`config.mk`:
```
export PLATFORM = sky130hd
export DESIGN_NAME = serial_ripple_sub
export DESIGN_NICKNAME = d
export VERILOG_FILES = /design/src/rtl/serial_ripple_sub.sv
export SDC_FILE = /design/constraint.sdc
export NUM_CORES = 1
export LEC_CHECK = 0
export CAP_MARGIN = 20
export CORE_MARGIN = 8
export CORE_UTILIZATION = 55
export DETAILED_ROUTE_END_ITERATION = 8
export PLACE_DENSITY = 0.83
export SETUP_SLACK_MARGIN = 0.02
export SYNTH_ARGS = -nofsm -noshare
export SYNTH_HDL_FRONTEND = slang
export SYNTH_SLANG_ARGS = --single-unit
```
`constraint.sdc`:
```
create_clock -name clk -period 2.3 [get_ports clk]
set_input_delay 0.345 -clock clk [delete_from_list [all_inputs] [get_ports clk]]
set_output_delay 0.345 -clock clk [all_outputs]
set_load 0.02 [all_outputs]
```
`src/rtl/serial_ripple_sub.sv`:
```
// serial_ripple_sub: bit-serial ripple-borrow subtractor that recovers B = sum - A
// from a carry-ripple-add result. It processes one bit per clock through a single
// full-subtractor cell. It also flags results that no legal WIDTH-bit add could produce.
module serial_ripple_sub #(
  parameter int WIDTH = 8
) (
  input  logic             clk,
  input  logic             rst,
  input  logic             start,
  input  logic [WIDTH:0]   sum,
  input  logic [WIDTH-1:0] A,
  output logic             busy,
  output logic             done,
  output logic [WIDTH-1:0] B,
  output logic             underflow,
  output logic             overflow
);

  localparam int CW = $clog2(WIDTH + 1);

  typedef enum logic {IDLE = 1'b0, RUN = 1'b1} state_t;

  state_t          state_q, state_d;
  logic [WIDTH:0]  m_q, m_d;      // minuend shift register
  logic [WIDTH:0]  s_q, s_d;      // subtrahend shift register
  logic [WIDTH:0]  res_q, res_d;  // difference, filled from the MSB end
  logic            borrow_q, borrow_d;
  logic [CW-1:0]   cnt_q, cnt_d;
  logic [WIDTH-1:0] b_q, b_d;
  logic            uf_q, uf_d;
  logic            of_q, of_d;
  logic            done_q, done_d;

  logic            last_bit;
  logic            diff_bit;
  logic            borrow_nxt;

  assign last_bit = (cnt_q == CW'(WIDTH));

  // State register and datapath flops; reset wins over everything.
  always_ff @(posedge clk) begin
    if (rst) begin
      state_q  <= IDLE;
      m_q      <= '0;
      s_q      <= '0;
      res_q    <= '0;
      borrow_q <= 1'b0;
      cnt_q    <= '0;
      b_q      <= '0;
      uf_q     <= 1'b0;
      of_q     <= 1'b0;
      done_q   <= 1'b0;
    end else begin
      state_q  <= state_d;
      m_q      <= m_d;
      s_q      <= s_d;
      res_q    <= res_d;
      borrow_q <= borrow_d;
      cnt_q    <= cnt_d;
      b_q      <= b_d;
      uf_q     <= uf_d;
      of_q     <= of_d;
      done_q   <= done_d;
    end
  end

  // Next state: accept start only when idle, and leave RUN after the last bit.
  always_comb begin
    state_d = state_q;
    case (state_q)
      IDLE:    if (start)    state_d = RUN;
      RUN:     if (last_bit) state_d = IDLE;
      default:               state_d = IDLE;
    endcase
  end

  // FSM outputs.
  always_comb begin
    busy = (state_q == RUN);
  end

  // Full-subtractor cell plus operand/result shifting and result capture.
  always_comb begin
    diff_bit   = m_q[0] ^ s_q[0] ^ borrow_q;
    borrow_nxt = (~m_q[0] & s_q[0]) | (~m_q[0] & borrow_q) | (s_q[0] & borrow_q);

    m_d      = m_q;
    s_d      = s_q;
    res_d    = res_q;
    borrow_d = borrow_q;
    cnt_d    = cnt_q;
    b_d      = b_q;
    uf_d     = uf_q;
    of_d     = of_q;
    done_d   = 1'b0;

    if (state_q == IDLE) begin
      if (start) begin
        m_d      = sum;
        s_d      = {1'b0, A};
        borrow_d = 1'b0;
        cnt_d    = '0;
        uf_d     = 1'b0;
        of_d     = 1'b0;
      end
    end else begin
      m_d      = m_q >> 1;
      s_d      = s_q >> 1;
      res_d    = {diff_bit, res_q[WIDTH:1]};
      borrow_d = borrow_nxt;
      cnt_d    = cnt_q + CW'(1);
      if (last_bit) begin
        // res_d now holds the whole WIDTH+1-bit difference, with bit 0 at the LSB.
        b_d    = res_d[WIDTH-1:0];
        uf_d   = borrow_nxt;
        of_d   = diff_bit & ~borrow_nxt;
        done_d = 1'b1;
      end
    end
  end

  assign done      = done_q;
  assign B         = b_q;
  assign underflow = uf_q;
  assign overflow  = of_q;

endmodule

```
==> impl_metrics.csv <==
group,metric,value,unit
finish,regArea,842.1,um2
run_status,status,"finished, final reports clean",
sta,fmax,557.5,MHz
worst_setup_path,crit_cells,1,
global_route,overflow,0,
global_route,antenna_found_initial,0,
pwr,p_per_area,635.5,mW/mm2
clock_tree,cts_resized,0,
worst_setup_path,endpoint_kind,"output pin",
routing,avgViaCountPerCell,5.202,
yosys,seq_area_frac_synth,47.03,%
yosys,synthArstFlopShare,0,%
sta,period_minus_slack,1.794,ns
yosys,synth_mux_area_share,24.00,%
floorplan,start_util,58.09,%
routing,wl_per_cell,12.91,um
routing,drt_iter0_drc,86,
clock_tree,numCtsBuffers,5,
pwr,vdd_drop_max,0.5900,mV
yosys,synth-simple-area-share,15.12,%
finish,fillers,235,
yosys,synth_cell_types,25,
worst_setup_path,cp.arrival,1.45,ns
placement,globalplace.congestion,0.7571,
sta,rsz0062_at_grt,"false",
floorplan,die_w,73.02,um
yosys,netlist_area,0.001788,mm2
placement,dp_slack,0.5311,ns
finish,drive_gt1_share,15.79,%
global_route,grt_pass1_wl,5609,um
routing,wl,3266,um
sta,finalClockSkew,0.01543,ns
finish,fin_nets,231,
worst_setup_path,required,1.96,ns
yosys,synth_cells,180,
clock_tree,clock-sinks,42,
global_route,grt_pass1_vias,1293,
worst_setup_path,critPathMaxFanout,13,
sta,setup_viol,0,
global_route,grt_max_degree,43,
sta,final_max_slew_viol_count,0,
clock_tree,cts_buffer_depth,2,
floorplan,row_count,20,
clock_tree,postCtsSetupRepairBufs,0,
yosys,synth-compound-area-share,5.668,%
clock_tree,worstSkewPairLatency,0.35,ns
yosys,avgSynthCellArea,9.933,um2
yosys,synth-xor-area-share,0,%
sta,fin_crit_sh,77.99,%
routing,dr.pass1.iters,4,
yosys,synth_edf_count,0,
placement,io_buffers,31,
finish,multi_input_comb_area,845.8,um2
hold_path,min_path_type,"register to register",
clock_tree,clk_pin_slew_worst_paths,0.12,ns
pwr,leakagePower,0.0008226,uW
routing,postRouteAntennaNets,0,
yosys,synth_nets,203,
finish,areaGrowthSynthToFinish,21.55,%
sta,setup_tns,0,ns
sta,relSlewSlack,68.50,%
sta,hold_ws,0.4762,ns
clock_tree,hold_buffers,0,
sta,hold_viol_final,0,
worst_setup_path,worst_r2r_path_depth,5,
worst_setup_path,path_delay_family,"buffers and inverters",
worst_setup_path,crit_path_cell_trace,"clkdlybuf4s50_1",
floorplan,die-area,0.005331,mm2
placement,place_hpwl,2341,um
worst_setup_path,startpoint_type,"register",
pwr,power,1381,uW
sta,tightest_slew,0.4701,ns
yosys,synth_top_family_by_area,"multiplexers",
flow_run,maxCapViolCount,0,
worst_setup_path,crit_slowest_cell,"clkdlybuf4s50_1",
clock_tree,ctsHtreeMaxLevel,2,
routing,dr_total_vias,1316,
worst_setup_path,max_stage_delay,0.65,ns
floorplan,ios,32,
worst_setup_path,critPathBufInv,1,
yosys,ys_ff_latch,42,
yosys,synth_ff_type,"dfxtp_1",
global_route,grt_util_all_layers,13.28,%
clock_tree,root_buffer,"clkbuf_4",
yosys,yosysWarnings,0,
hold_path,holdPathStages,2,
yosys,synth-adder-area-share,2.519,%
sta,setup_ws,0.5062,ns
floorplan,die_h,73.02,um
worst_setup_path,timing_worst_setup_path_type,"register to output pin",
routing,drc,0,
finish,diodes,0,
floorplan,core_area,0.003078,mm2
clock_tree,cts_tree,"built",
## power breakdown
group,switching (uW),total [uW],internal (uW),leakage [uW]
Combinational,65.7,153,87.8,0.000442
Clock,227,457,229,0.0000385
Sequential,18.6,771,752,0.000342
## metrics by stage
| step | area [um2] | std cells | util (%) |
|---|---|---|---|
| after detailed placement | 2095 | 245 | 68.05 |
| after floorplan | 1788 | 180 | - |
| final | 2173 | 253 | 70.61 |
| after global placement | 2095 | 245 | 68.05 |
| after global routing | 2173 | 253 | 70.61 |
| after CTS | 2173 | 253 | 70.61 |
## cell families after synthesis
group,count (synthesis)
simple gates,61
mux,41
compound gates,15
buf+inv,18
fa+ha+maj,3
flops,42
## worst register-to-register path: cells and delay by family, from the launching register on
family / cells / cell delay (ns)
flip-flops: 1 / 0.37
AO/OA/AOI/OAI: 1 / 0.09
adder cells (fa/ha/maj): 1 / 0.16
buffers and inverters: 1 / 0.07
AND/OR/NAND/NOR: 2 / 0.63
## layer usage
metal	GRT usage, %	wire length (um)	up-vias
met5	0	0	-
met4	6.000	48	0
met3	3.709	161	5
met2	23.83	1692	30
met1	13.94	1364	625
li1	-	-	656
## Yosys cell counts, types with 3 or more instances
master / instances / area, um2
mux2_2: 15 / 168.9
nand2_1: 17 / 63.81
buf_2: 3 / 15.01
nor2_1: 28 / 105.1
buf_4: 4 / 30.03
dfxtp_1: 42 / 840.8
mux2i_1: 26 / 260.3
clkbuf_1: 4 / 15.01
nor3_1: 3 / 15.01
a21oi_1: 7 / 35.03
a21oi_2: 7 / 61.31
inv_1: 5 / 18.77
nand3_1: 4 / 20.02
## layout by cell type, fill, tap and decap left out, types with 2 or more instances in the layout
cell	netlist	layout
a21oi_1	7	7
buf_4	4	3
dfxtp_1	42	41
nand2_1	17	17
clkbuf_4	0	5
nand3_1	4	4
clkdlybuf4s50_1	0	31
nor3b_1	2	2
mux2_2	15	15
a21oi_2	7	7
ha_1	2	2
inv_1	5	5
nor2_1	28	28
mux2i_1	26	26
nor3_1	3	3
## cell type report
type	count	share of cell area (%)
flip-flops and latches	42	38.75
clock inverters	2	1.727
repair buffers	34	15.31
multi-input cells	120	38.92
inverters	5	0.8636
clock buffers	6	1.900
well taps	44	2.533
## final timing paths
kind                         start                     to  slack, ns
max reg2reg  cnt_q[0]$_SDFFE_PP0P_  overflow$_SDFFE_PP0P_       0.87
min              B[7]$_SDFFE_PP0P_      B[7]$_SDFFE_PP0P_       0.48
max                busy$_SDFF_PP0_                   busy       0.51
min reg2reg      B[7]$_SDFFE_PP0P_      B[7]$_SDFFE_PP0P_       0.48
## flip-flops by register name, summed over array words and instances (netlist names)
register and cells:
B 8, cnt_q 4, underflow 1, busy 1, m_q 9, overflow 1, res_q 8, done 1
borrow_q 1, s_q 8
Note: power is estimated with default switching activity, not from simulation.
